===== src/rtl/display_scan_ctrl_if.sv =====
// Digit-write and commit handshake between a digit producer and the
// display scan controller.
interface display_scan_ctrl_if;
    logic       wr_valid;
    logic       wr_ready;
    logic [1:0] wr_addr;
    logic [4:0] wr_data;
    logic       commit;
    logic       commit_pending;

    // Producer side: issues writes and commit pulses
    modport master (
        output wr_valid,
        output wr_addr,
        output wr_data,
        output commit,
        input  wr_ready,
        input  commit_pending
    );

    // Scan controller side
    modport slave (
        input  wr_valid,
        input  wr_addr,
        input  wr_data,
        input  commit,
        output wr_ready,
        output commit_pending
    );
endinterface


===== src/rtl/display_scan_ctrl.sv =====
// Multiplexed 4-digit 7-segment scan controller. Each digit slot is 16 scan
// ticks long: tick 0 is blanked dead time, then the digit is lit for
// bright_lat ticks, then it stays dark for the rest of the slot. New digit
// data is written into shadow registers. A commit copies the shadow set into
// the displayed set only at a frame boundary, so a frame never shows half of
// an update.
module display_scan_ctrl #(
    parameter int PRESCALE = 250
) (
    input  logic                      clk,
    input  logic                      rst_n,
    display_scan_ctrl_if.slave        bus,
    input  logic                      enable,
    input  logic [3:0]                brightness,
    output logic                      frame_start,
    output logic [7:0]                seg,
    output logic [3:0]                sel
);
    localparam int SLOT_TICKS = 16;
    localparam int PS_W       = (PRESCALE > 2) ? $clog2(PRESCALE) : 1;

    localparam logic [1:0] ST_IDLE  = 2'd0;
    localparam logic [1:0] ST_BLANK = 2'd1;
    localparam logic [1:0] ST_ON    = 2'd2;
    localparam logic [1:0] ST_OFF   = 2'd3;

    logic [1:0]      state_reg, state_next;
    logic [PS_W-1:0] prescaler_reg, prescaler_next;
    logic [3:0]      tick_cnt_reg, tick_cnt_next;
    logic [1:0]      digit_idx_reg, digit_idx_next;
    logic [3:0]      bright_lat_reg, bright_lat_next;
    logic            commit_pending_reg, commit_pending_next;
    logic            frame_start_reg, frame_start_next;
    logic [7:0]      seg_reg, seg_next;
    logic [3:0]      sel_reg, sel_next;

    logic            tick;
    logic            slot_end;
    logic            boundary;
    logic            copy_now;
    logic            wr_fire;
    logic [3:0][4:0] active_word;

    // Hex nibble to {g,f,e,d,c,b,a}
    function automatic logic [6:0] hex_to_seg(input logic [3:0] h);
        case (h)
            4'h0: return 7'h3F;
            4'h1: return 7'h06;
            4'h2: return 7'h5B;
            4'h3: return 7'h4F;
            4'h4: return 7'h66;
            4'h5: return 7'h6D;
            4'h6: return 7'h7D;
            4'h7: return 7'h07;
            4'h8: return 7'h7F;
            4'h9: return 7'h6F;
            4'hA: return 7'h77;
            4'hB: return 7'h7C;
            4'hC: return 7'h39;
            4'hD: return 7'h5E;
            4'hE: return 7'h79;
            default: return 7'h71;
        endcase
    endfunction

    assign tick     = (state_reg != ST_IDLE) && (prescaler_reg == PS_W'(PRESCALE - 1));
    assign slot_end = tick && (tick_cnt_reg == 4'(SLOT_TICKS - 1));
    assign wr_fire  = bus.wr_valid && !commit_pending_reg;
    // A pending commit lands when entering digit-0 blank, or at once while idle
    assign copy_now = commit_pending_reg && ((state_reg == ST_IDLE) || boundary);

    assign bus.wr_ready       = ~commit_pending_reg;
    assign bus.commit_pending = commit_pending_reg;
    assign frame_start        = frame_start_reg;
    assign seg                = seg_reg;
    assign sel                = sel_reg;

    // Per-digit shadow (write side) and active (display side) registers
    for (genvar gi = 0; gi < 4; gi++) begin : g_digit
        logic [4:0] shadow_reg;
        logic [4:0] active_reg;

        // Shadow takes accepted writes; active reloads from shadow on commit
        always_ff @(posedge clk or negedge rst_n) begin
            if (!rst_n) begin
                shadow_reg <= 5'd0;
                active_reg <= 5'd0;
            end else begin
                if (wr_fire && (bus.wr_addr == 2'(gi))) begin
                    shadow_reg <= bus.wr_data;
                end
                if (copy_now) begin
                    active_reg <= shadow_reg;
                end
            end
        end

        assign active_word[gi] = active_reg;
    end

    // Scan sequencing, commit bookkeeping and next output values
    always_comb begin
        state_next          = state_reg;
        prescaler_next      = prescaler_reg;
        tick_cnt_next       = tick_cnt_reg;
        digit_idx_next      = digit_idx_reg;
        bright_lat_next     = bright_lat_reg;
        frame_start_next    = 1'b0;
        boundary            = 1'b0;

        if (!enable) begin
            state_next     = ST_IDLE;
            prescaler_next = '0;
            tick_cnt_next  = 4'd0;
            digit_idx_next = 2'd0;
        end else if (state_reg == ST_IDLE) begin
            state_next       = ST_BLANK;
            digit_idx_next   = 2'd0;
            bright_lat_next  = brightness;
            frame_start_next = 1'b1;
            boundary         = 1'b1;
        end else begin
            prescaler_next = tick ? '0 : prescaler_reg + 1'b1;
            if (tick) begin
                tick_cnt_next = tick_cnt_reg + 4'd1;
            end
            if (slot_end) begin
                // End of tick 15 always wins: start the next slot's dead time
                state_next      = ST_BLANK;
                digit_idx_next  = digit_idx_reg + 2'd1;
                bright_lat_next = brightness;
                if (digit_idx_reg == 2'd3) begin
                    frame_start_next = 1'b1;
                    boundary         = 1'b1;
                end
            end else if (tick) begin
                case (state_reg)
                    ST_BLANK: state_next = (bright_lat_reg != 4'd0) ? ST_ON : ST_OFF;
                    ST_ON:    if (tick_cnt_reg == bright_lat_reg) state_next = ST_OFF;
                    default:  state_next = state_reg;
                endcase
            end
        end

        if (copy_now) begin
            commit_pending_next = 1'b0;
        end else begin
            commit_pending_next = commit_pending_reg | bus.commit;
        end

        if (state_next == ST_ON) begin
            sel_next = 4'b0001 << digit_idx_next;
            seg_next = {active_word[digit_idx_next][4], hex_to_seg(active_word[digit_idx_next][3:0])};
        end else begin
            sel_next = 4'b0000;
            seg_next = 8'h00;
        end
    end

    // State and registered outputs
    always_ff @(posedge clk or negedge rst_n) begin
        if (!rst_n) begin
            state_reg          <= ST_IDLE;
            prescaler_reg      <= '0;
            tick_cnt_reg       <= 4'd0;
            digit_idx_reg      <= 2'd0;
            bright_lat_reg     <= 4'd0;
            commit_pending_reg <= 1'b0;
            frame_start_reg    <= 1'b0;
            seg_reg            <= 8'h00;
            sel_reg            <= 4'b0000;
        end else begin
            state_reg          <= state_next;
            prescaler_reg      <= prescaler_next;
            tick_cnt_reg       <= tick_cnt_next;
            digit_idx_reg      <= digit_idx_next;
            bright_lat_reg     <= bright_lat_next;
            commit_pending_reg <= commit_pending_next;
            frame_start_reg    <= frame_start_next;
            seg_reg            <= seg_next;
            sel_reg            <= sel_next;
        end
    end
endmodule


===== src/flat_wrapper.sv =====
// flat-port wrapper written by rule: the top's interface ports become plain ports
module display_scan_ctrl_flat 
#(
    parameter int PRESCALE = 250
)
  (clk, rst_n, enable, brightness, frame_start, seg, sel, bus_wr_valid, bus_wr_addr, bus_wr_data, bus_commit, bus_wr_ready, bus_commit_pending);
  display_scan_ctrl_if bus_i ();
  input  logic clk;
  input  logic rst_n;
  input  logic enable;
  input  logic [3:0] brightness;
  output logic frame_start;
  output logic [7:0] seg;
  output logic [3:0] sel;
  input wire logic [$bits(bus_i.wr_valid)-1:0] bus_wr_valid;
  input wire logic [$bits(bus_i.wr_addr)-1:0] bus_wr_addr;
  input wire logic [$bits(bus_i.wr_data)-1:0] bus_wr_data;
  input wire logic [$bits(bus_i.commit)-1:0] bus_commit;
  output wire logic [$bits(bus_i.wr_ready)-1:0] bus_wr_ready;
  output wire logic [$bits(bus_i.commit_pending)-1:0] bus_commit_pending;
  assign bus_i.wr_valid = bus_wr_valid;
  assign bus_i.wr_addr = bus_wr_addr;
  assign bus_i.wr_data = bus_wr_data;
  assign bus_i.commit = bus_commit;
  assign bus_wr_ready = bus_i.wr_ready;
  assign bus_commit_pending = bus_i.commit_pending;
  display_scan_ctrl #(.PRESCALE(PRESCALE)) u_core (.clk(clk), .rst_n(rst_n), .bus(bus_i), .enable(enable), .brightness(brightness), .frame_start(frame_start), .seg(seg), .sel(sel));
endmodule

===== config.mk =====
export PLATFORM = sky130hd
export DESIGN_NAME = display_scan_ctrl_flat
export DESIGN_NICKNAME = d
export VERILOG_FILES = /design/src/rtl/display_scan_ctrl_if.sv /design/src/rtl/display_scan_ctrl.sv /design/src/flat_wrapper.sv
export SDC_FILE = /design/constraint.sdc
export NUM_CORES = 1
export LEC_CHECK = 0
export CORE_ASPECT_RATIO = 0.9
export CORE_MARGIN = 3
export CORE_UTILIZATION = 45
export CTS_BUF_LIST = sky130_fd_sc_hd__clkbuf_2
export DETAILED_ROUTE_END_ITERATION = 10
export PLACE_DENSITY_LB_ADDON = 0.08
export RECOVER_POWER = 100
export SLEW_MARGIN = 5
export SYNTH_ARGS = -nofsm -noshare
export SYNTH_HDL_FRONTEND = slang
export SYNTH_SLANG_ARGS = --single-unit

===== constraint.sdc =====
create_clock -name clk -period 2.9 [get_ports clk]
set_input_delay 0.435 -clock clk [delete_from_list [all_inputs] [get_ports clk]]
set_output_delay 0.435 -clock clk [all_outputs]
set_load 0.01 [all_outputs]

==> results.yml, run 1 <==
timing:
  hold_violations: 0
  clock.fmax_ghz: 0.3591
  finalWorstPathRequiredPeriod_ns: 2.785
  fin_worst_skew_ns: 0.03679
  maxSlewHeadroom_pct: -20.59
  timing.final.crit_share_pct: 96.02
  max_slew.worst_pin.slew_ns: 1.809
  slew_viol_final: 75
  setup_viol: 0
  holdWs_ns: 0.4235
finish:
  drive_above_1_share_pct: 32.44
  fin_nets: 397
  syn2layout_area_growth_pct: 22.70
  layout_commonest_cell: "dfrtp_1"
  n_fill_cell: 680
  layout_common_cells: "74 x dfrtp_1, 39 x mux2_2, 33 x buf_4"
  utilization_pct: 57.99
  diodes: 0
setup_path:
  crit_arrival_ns: 3.27
  critical_path_class: "reg -> reg"
  end_kind: "flip-flop"
  cp.required_ns: 3.38
  cp_max_fo: 4
  cp-start-kind: "flip-flop"
yosys:
  synth-edff-count: 0
  synth_top_cell_area_share_pct: 50.67
  synth.area.top_cells: "dfrtp_1 51%, mux2_2 12%, ha_1 4.5%, nand2_1 2.1%, mux2_1 1.5%"
  synth_cells: 295
  synth_nets: 324
  syn_area_per_cell_sq_um: 12.39
  synth.distinct_cells: 58
  synth_top_area_cell: "dfrtp_1"
  synth_seq_cells: 74
  seq_area_frac_synth_pct: 50.67
  async_flop_share_pct: 100.0
  synth_ff_type: "dfrtp_1"
  yosys_warnings: 0
  synth_area_sq_um: 3655
min_path:
  hold_class: "in -> reg"
die:
  rows: 30
  initial_core_util_pct: 47.27
  dieArea_sq_um: 9241
  fp.dieW_um: 101.0
  die_y_um: 91.50
  coreArea_sq_um: 7732
  num_io_pins: 31
global_route:
  grt.total_usage_pct: 17.84
  grt_max_degree: 75
  antenna_found_initial: 0
  grt_pass1_vias: 2562
  grt_first_pass_wirelength_um: 12810
  gr-total-overflow: 0
routing:
  post-route-drc-count: 0
  avgViaCountPerCell: 5.454
  num_vias: 2558
  drt-initial-drc-count: 105
  routedWlPerCell_um: 16.57
  wl_um: 7769
  drtAntennaViolNets: 0
  first_pass_iters: 4
run_status:
  status: "complete, but fails checks"
  violations: "capacitance limit, slew limit"
power_and_ir_drop:
  swShare_pct: 33.77
  p_leak_nw: 2.024
  power_frac_clock_pct: 18.2
  power_mw: 3.040
  p_switching_mw: 1.027
  internal_power_mw: 2.014
  comb_power_share_pct: 31.7
  ir_worst_vdd_mv: 0.4189
  power.density_nw_per_um2: 678.0
  seqPwrFrac_pct: 50.1
placed_design:
  place_congestion: 0.8683
  placement.io_buffers: 30
  dp_hpwl_um: 5642
clock_network:
  clkSinkCount: 74
  path_clk_slew_ns: 0.25
  cts_tree: "built"
  clk_latency_ns: 0.54
  cts_buffers: 9
  cts-root-buf: "clkbuf_2"
  h-tree-depth: 3
  clockBufferDepth: 2
run:
  drv_cap: 1
-- worst paths after layout --
path | slack (ns) | start | to | cells after the start
min | 0.42 | bus_commit | u_core.bus.commit_pending | 3
min in group asynchronous | 0.85 | rst_n | u_core.tick_cnt_reg[1] | 2
max reg2reg | 0.12 | u_core.state_reg[1] | u_core.seg[3] | 12
max in group asynchronous | 0.93 | rst_n | u_core.g_digit[2].active_reg[4] | 2
max | 0.12 | u_core.state_reg[1] | u_core.seg[3] | 12
min reg2reg | 0.52 | u_core.g_digit[3].active_reg[2] | u_core.g_digit[3].active_reg[2] | 1
-- cell usage after synthesis (2+ instances only) --
| cell | number |
|---|---|
| dfrtp_1 | 74 |
| mux2_1 | 5 |
| nor2b_1 | 8 |
| a31oi_1 | 3 |
| a211oi_1 | 2 |
| nand2_1 | 20 |
| inv_1 | 9 |
| nand4b_4 | 2 |
| o221a_2 | 2 |
| nor2_1 | 13 |
| mux2i_1 | 5 |
| mux2_2 | 40 |
| and2_1 | 3 |
| a311oi_1 | 2 |
| nor3b_1 | 2 |
| o21ai_0 | 8 |
| and4b_1 | 2 |
| a32o_1 | 4 |
| nor4bb_1 | 2 |
| xnor2_1 | 5 |
| xor2_1 | 6 |
| clkbuf_1 | 3 |
| and3_1 | 5 |
| nor4_1 | 4 |
| buf_2 | 3 |
| nor3_1 | 7 |
| ha_1 | 13 |
| nand4_1 | 4 |
| nand3_1 | 3 |
| a21oi_1 | 7 |
| nand3_2 | 2 |
-- cell type report --
cell class	count	area [sq um]	share of cell area (%)
clock buffer	9	45.04	1.004
clock inverter	7	65.06	1.451
inverter	9	33.78	0.7533
multi-input combinational	205	1780	39.70
sequential	74	1852	41.29
tap	96	120.1	2.679
timing repair buffer	69	588.1	13.11
-- cells by family (layout without fill, tap and decap cells) --
| family | Yosys count | after routing | synth area share (%) |
|---|---|---|---|
| mux | 52 | 52 | 16.47 |
| simple gates | 85 | 85 | 14.45 |
| buf+inv | 16 | 94 | 1.849 |
| compound gates | 44 | 44 | 9.484 |
| flops | 74 | 74 | 50.67 |
| fa+ha+maj | 13 | 13 | 4.451 |
| xor+xnor | 11 | 11 | 2.636 |
-- power by group through the flow --
stage	Clock [mW]	Sequential, mW	Combinational [mW]
floorplan	0	1.47	0.700
global placement	0	1.54	0.919
detailed placement	0	1.55	0.944
CTS	0.579	1.52	0.961
global route	0.624	1.56	1.06
finish	0.555	1.52	0.964
-- worst max-delay path: stages (launching register included) --
cell and delay [ns]:
dfrtp_1 0.42, inv_1 0.07, ha_2 0.19, nand4b_4 0.21
buf_4 0.19, nor4_2 0.29, o21ai_2 0.14, inv_1 0.19
a21oi_4 0.10, buf_4 0.15, ha_1 0.20, mux4_2 0.47
nor2_2 0.08
-- metrics by stage --
stage	cell area, sq um	worst slack [ns]	instances	setup TNS [ns]
global route	4484	-0.02546	469	-0.02546
finish	4484	0.1155	469	0
detailed placement	4288	-0.006726	445	-0.006726
CTS	4441	0.01500	465	0
floorplan	3659	0.01810	295	0
global placement	4288	0.09913	445	0
-- what timing repair did --
action | 4_1_cts | 5_1_grt
hold endpoints to repair | 21 | 0
pin swaps | 1 | 5
cloned | 0 | 0
hold buffers | 1 | 0
setup buffers | 3 | 4
gates resized for setup | 2 | 11
setup endpoints to repair | 1 | 6
-- layer usage --
metal	vias up	global-route usage, %	part of all wire, %
met5	-	0	0
met4	0	5.980	0.76
met3	6	3.840	4.5
met2	54	27.25	46
met1	1266	25.11	49
li1	1232	-	-
Note: power is estimated with default switching activity, not from simulation.
==> run 2, diff against run 1 <==
--- a/config.mk
+++ b/config.mk
@@ -5,6 +5,7 @@
 export SDC_FILE = /design/constraint.sdc
 export NUM_CORES = 1
 export LEC_CHECK = 0
+export CAP_MARGIN = 20
 export CORE_ASPECT_RATIO = 0.9
 export CORE_MARGIN = 3
 export CORE_UTILIZATION = 45
==> constraint.sdc (replaced) <==
create_clock -name clk -period 2.8 [get_ports clk]
set_input_delay 0.42 -clock clk [delete_from_list [all_inputs] [get_ports clk]]
set_output_delay 0.42 -clock clk [all_outputs]
set_load 0.01 [all_outputs]
==> run 2 against run 1 <==
Net effect:
- the run still ends with capacitance limit, slew limit left
- critical endpoint unchanged
- total power grew 6.5%
- register-to-register slack about the same
- clock skew up 0.012 ns
- maximum frequency rose by 3.9%
- final cell count increased by 0.21%
- critical path type unchanged
- cell area grew 1.1%
- flip-flop and latch count unchanged
- global-route usage increased by 0.080 points
- core utilization increased by 0.65 points
==> results.yml, run 2 (synthesized netlist as in run 1, its figures left out) <==
run_status:
  status: "complete, but fails checks"
  violations: "capacitance limit, slew limit"
die:
  die_y_um: 91.50
  rows: 30
  coreArea_sq_um: 7732
  num_io_pins: 31
  fp.dieW_um: 101.0
  initial_core_util_pct: 47.27
  dieArea_sq_um: 9241
setup_path:
  crit_arrival_ns: 3.20
  end_kind: "flip-flop"
  r2r_slack_ns: 0.12
  cpPeakStageDelay_ns: 0.45
  ff2ff_path_depth: 11
  cp_top_family: "compound AO/OA/AOI/OAI gates"
  cp_num_buf_inv: 2
  cp-start-kind: "flip-flop"
  r2r-start: "u_core.prescaler_reg[1]"
  cp_max_fo: 6
  r2r_end: "u_core.seg[3]"
  crit_chain: "inv_1 > ha_2 > and4b_2 > a311oi_1 > a211o_1 > a32oi_2 > o21ai_2 > buf_4 > ha_1 > mux4_2 > nor2_1"
  cp.required_ns: 3.32
  critical_path_class: "reg -> reg"
  critPathSlowestCell: "mux4_2"
timing:
  finalWorstPathRequiredPeriod_ns: 2.679
  hold_violations: 0
  setup_viol: 0
  slew_viol_final: 75
  fin_worst_skew_ns: 0.04898
  maxSlewHeadroom_pct: -16.72
  max_slew.worst_pin.slew_ns: 1.751
  clock.fmax_ghz: 0.3733
  holdWs_ns: 0.4158
  timing.final.crit_share_pct: 95.68
finish:
  diodes: 0
  fin_nets: 398
  layout_commonest_cell: "dfrtp_1"
  layout_common_cells: "74 x dfrtp_1, 40 x mux2_2, 36 x buf_4"
  drive_above_1_share_pct: 33.16
  final_cell_area_sq_um: 4534
  syn2layout_area_growth_pct: 24.07
clock_network:
  clkSinkCount: 74
  path_clk_slew_ns: 0.27
  cts_tree: "built"
  h-tree-depth: 3
  clockBufferDepth: 2
  cts_buffers: 9
  clk_latency_ns: 0.55
  cts-root-buf: "clkbuf_2"
routing:
  drtAntennaViolNets: 0
  post-route-drc-count: 0
  routedWlPerCell_um: 16.27
  wl_um: 7645
  drt-initial-drc-count: 67
  avgViaCountPerCell: 5.413
  num_vias: 2544
  first_pass_iters: 5
power_and_ir_drop:
  power_mw: 3.239
  p_leak_nw: 2.055
  power.density_nw_per_um2: 714.3
  ir_worst_vdd_mv: 0.4026
placed_design:
  placed_area_sq_um: 4300
  place_congestion: 0.8842
  placement.io_buffers: 30
  dp_hpwl_um: 5621
global_route:
  grt_max_degree: 75
  antenna_found_initial: 0
  gr-total-overflow: 0
  grt.total_usage_pct: 17.92
  grt_first_pass_wirelength_um: 12720
  grt_pass1_vias: 2479
min_path:
  whs_endpoint: "u_core.bus.commit_pending"
  hold_depth: 3
  min_from: "bus_commit"
  hold_class: "in -> reg"
run:
  drv_cap: 1
==> run 2: cell count changes in the layout (fill, tap and decap cells not counted), moves of 2 or more <==
cell / delta
buf_4: +3
inv_6: -3
clkbuf_1: -2
clkinv_4: +2
==> run 2: layout make-up <==
type	count	area, sq um
inverter	9	33.78
clock buffer	9	45.04
sequential	74	1852
timing repair buffer	70	603.1
fill	682	3198
multi-input combinational	205	1794
tap	96	120.1
clock inverter	7	86.33
==> run 2: through the flow <==
| step | setup TNS [ns] | util [%] | cells | setup slack [ns] |
|---|---|---|---|---|
| 2_1_floorplan | 0 | - | 295 | 0.02133 |
| 3_3_place_gp | 0 | 55.61 | 447 | 0.1122 |
| 3_5_place_dp | 0 | 55.61 | 447 | 0.02368 |
| 4_1_cts | 0 | 57.44 | 464 | 0.02930 |
| 5_1_grt | -0.03169 | 58.64 | 470 | -0.03169 |
| 6_report | 0 | 58.64 | 470 | 0.1208 |
==> run 2: timing repair <==
action | 4_1_cts | 5_1_grt
hold buffers | 1 | 0
setup endpoints to repair | 0 | 5
gates resized for setup | 0 | 12
setup buffers | 0 | 6
endpoints found under the hold margin | 61 | 0
==> run 2: routing by layer <==
layer / up-vias / share of wire, % / global-route usage (%)
met3: 8 / 5.5 / 5.223
met4: 0 / 1.1 / 6.091
li1: 1234 / - / -
met2: 65 / 44 / 25.44
met1: 1237 / 49 / 26.04
met5: - / 0 / 0
==> run 2: worst register-to-register path, cell delays in order (launching register included) <==
cell and delay (ns):
dfrtp_1 0.43, inv_1 0.06, ha_2 0.19, and4b_2 0.30
a311oi_1 0.11, a211o_1 0.37, a32oi_2 0.20, o21ai_2 0.09
buf_4 0.16, ha_1 0.21, mux4_2 0.45, nor2_1 0.09
==> run 2: power by group <==
group          total [mW]  switching, mW  internal [mW]
registers            1.59          0.210           1.38
clock network       0.651          0.425          0.226
logic                1.00          0.426          0.574
==> run 2: how the worst max path moves through the flow <==
stage | cells after the start | slack [ns] | endpoint | start
4_1_cts | 11 | 0.03 | u_core.seg[3] | u_core.state_reg[1]
5_1_grt | 11 | -0.03 | u_core.seg[3] | u_core.state_reg[0]
2_1_floorplan | 11 | 0.02 | u_core.seg[3] | u_core.state_reg[0]
3_5_place_dp | 11 | 0.02 | u_core.seg[3] | u_core.state_reg[1]
3_3_place_gp | 9 | 0.11 | u_core.seg[3] | enable
6_report | 11 | 0.12 | u_core.seg[3] | u_core.prescaler_reg[1]
==> run 3, diff against run 2 <==
--- a/config.mk
+++ b/config.mk
@@ -5,13 +5,14 @@
 export SDC_FILE = /design/constraint.sdc
 export NUM_CORES = 1
 export LEC_CHECK = 0
-export CAP_MARGIN = 20
+export CELL_PAD_IN_SITES_DETAIL_PLACEMENT = 1
+export CELL_PAD_IN_SITES_GLOBAL_PLACEMENT = 1
 export CORE_ASPECT_RATIO = 0.9
 export CORE_MARGIN = 3
 export CORE_UTILIZATION = 45
 export CTS_BUF_LIST = sky130_fd_sc_hd__clkbuf_2
 export DETAILED_ROUTE_END_ITERATION = 10
-export PLACE_DENSITY_LB_ADDON = 0.08
+export PLACE_DENSITY_LB_ADDON = 0.1
 export RECOVER_POWER = 100
 export SLEW_MARGIN = 5
 export SYNTH_ARGS = -nofsm -noshare
==> run 3 against run 2 <==
Net effect:
- the flow still finishes with violations (capacitance limit, slew limit)
- wire length is 14% higher
- global-route usage up 2.1 points
- sequential power hardly changed
- clock-buffer cell count unchanged
- hold slack better by 0.017 ns
- sequential share of layout area about the same
- register-to-register slack got worse by 0.09 ns
- non-clock buffer count did not move
- critical path type unchanged
==> results.yml, run 3 (synthesized netlist as in run 1, its figures left out) <==
placed_design:
  placed_area_sq_um: 4315
  place_congestion: 0.8546
  placement.io_buffers: 30
  dp_hpwl_um: 6271
timing:
  fin_worst_skew_ns: 0.03277
  maxSlewHeadroom_pct: -20.78
  slew_viol_final: 75
  finalWorstPathRequiredPeriod_ns: 2.773
  rsz0062_at_grt: "yes"
  setup_tns_ns: 0
  timing.final.crit_share_pct: 99.03
  hold_violations: 0
  max_slew.worst_pin.slew_ns: 1.812
  clock.fmax_ghz: 0.3606
  setup_viol: 0
run_status:
  status: "complete, but fails checks"
  violations: "capacitance limit, slew limit"
finish:
  layout_commonest_cell: "dfrtp_1"
  drive_above_1_share_pct: 34.49
  layout_common_cells: "74 x dfrtp_1, 40 x mux2_2, 35 x buf_4"
  syn2layout_area_growth_pct: 24.14
  utilization_pct: 58.67
  diodes: 0
  final_cell_area_sq_um: 4537
  n_fill_cell: 810
  fin_nets: 398
routing:
  wl_um: 8692
  post-route-drc-count: 0
  drtAntennaViolNets: 0
  first_pass_iters: 4
  routedWlPerCell_um: 18.49
  avgViaCountPerCell: 5.523
  drt-initial-drc-count: 98
  num_vias: 2596
die:
  dieArea_sq_um: 9241
  initial_core_util_pct: 47.27
  die_y_um: 91.50
  rows: 30
  fp.dieW_um: 101.0
  num_io_pins: 31
  coreArea_sq_um: 7732
global_route:
  antenna_found_initial: 0
  grt_max_degree: 75
  gr-total-overflow: 0
  grt_pass1_vias: 2768
  grt_first_pass_wirelength_um: 14360
  grt.total_usage_pct: 20.04
power_and_ir_drop:
  power.density_nw_per_um2: 699.1
  p_leak_nw: 2.024
  ir_worst_vdd_mv: 0.4558
clock_network:
  clkSinkCount: 74
  h-tree-depth: 3
  clockBufferDepth: 2
  clk_latency_ns: 0.54
  path_clk_slew_ns: 0.24
  cts_tree: "built"
  cts_buffers: 9
  cts-root-buf: "clkbuf_2"
setup_path:
  critical_path_class: "reg -> reg"
  cp.required_ns: 3.29
  end_kind: "flip-flop"
  cp-start-kind: "flip-flop"
  crit_arrival_ns: 3.26
  cp_max_fo: 4
run:
  drv_cap: 1
min_path:
  hold_class: "in -> reg"
==> run 3: worst paths after layout <==
kind                                            startpoint                               to  slack (ns)  cells after the start
setup / recovery                       u_core.state_reg[0]                    u_core.seg[3]        0.03                     11
hold / removal                                  bus_commit        u_core.bus.commit_pending        0.43                      3
setup reg to reg                       u_core.state_reg[0]                    u_core.seg[3]        0.03                     11
hold reg to reg            u_core.g_digit[3].active_reg[3]  u_core.g_digit[3].active_reg[3]        0.52                      1
max in group asynchronous                            rst_n  u_core.g_digit[0].active_reg[1]        0.84                      2
min in group asynchronous                            rst_n           u_core.tick_cnt_reg[3]        0.84                      2
==> run 3: through the flow <==
stage	hold WS, ns	power [mW]	setup slack (ns)	instances
after floorplan	0.1244	2.258	0.02133	295
after global placement	0.4684	2.565	0.1162	449
after detailed placement	0.4770	2.626	-0.04882	449
after CTS	0.4114	3.168	0.006017	469
after global routing	0.3964	3.395	-0.09851	470
final	0.4327	3.172	0.02715	470
==> run 3: power breakdown <==
part | switching, mW | leakage, nW | internal (mW) | total [mW]
Combinational | 0.462 | 1.02 | 0.570 | 1.03
Sequential | 0.226 | 0.938 | 1.38 | 1.60
Clock | 0.412 | 0.0626 | 0.123 | 0.536
==> run 3: what timing repair did <==
| item | in CTS | in global routing |
|---|---|---|
| hold endpoints to repair | 23 | 0 |
| hold buffers | 1 | 0 |
| pin swaps | 2 | 4 |
| gates resized for setup | 4 | 18 |
| buffers inserted | 3 | 1 |
| endpoints found under the setup margin | 3 | 7 |
==> run 3: worst max-delay path: stages, from the launching register on <==
cell	delay, ns
dfrtp_1	0.42
inv_2	0.06
ha_4	0.17
nand4b_4	0.21
o31ai_4	0.35
buf_6	0.15
mux2i_4	0.07
buf_4	0.16
a32oi_4	0.29
and2_4	0.23
mux4_2	0.51
nor2_2	0.09
==> run 3: metal layers <==
metal	global-route usage, %	vias to the layer above	part of all wire, %
li1	-	1233	-
met1	28.52	1305	49
met2	30.04	51	47
met3	5.223	7	3.5
met4	5.759	0	0.86
met5	0	-	0
==> run 3: layout make-up <==
cell class,count,area (sq um),share of cell area [%]
well taps,96,120.1,2.648
multi-input cells,205,1843,40.62
flip-flops and latches,74,1852,40.82
repair buffers,70,590.6,13.02
inverters,9,33.78,0.7446
clock buffers,9,45.04,0.9928
clock inverters,7,52.55,1.158
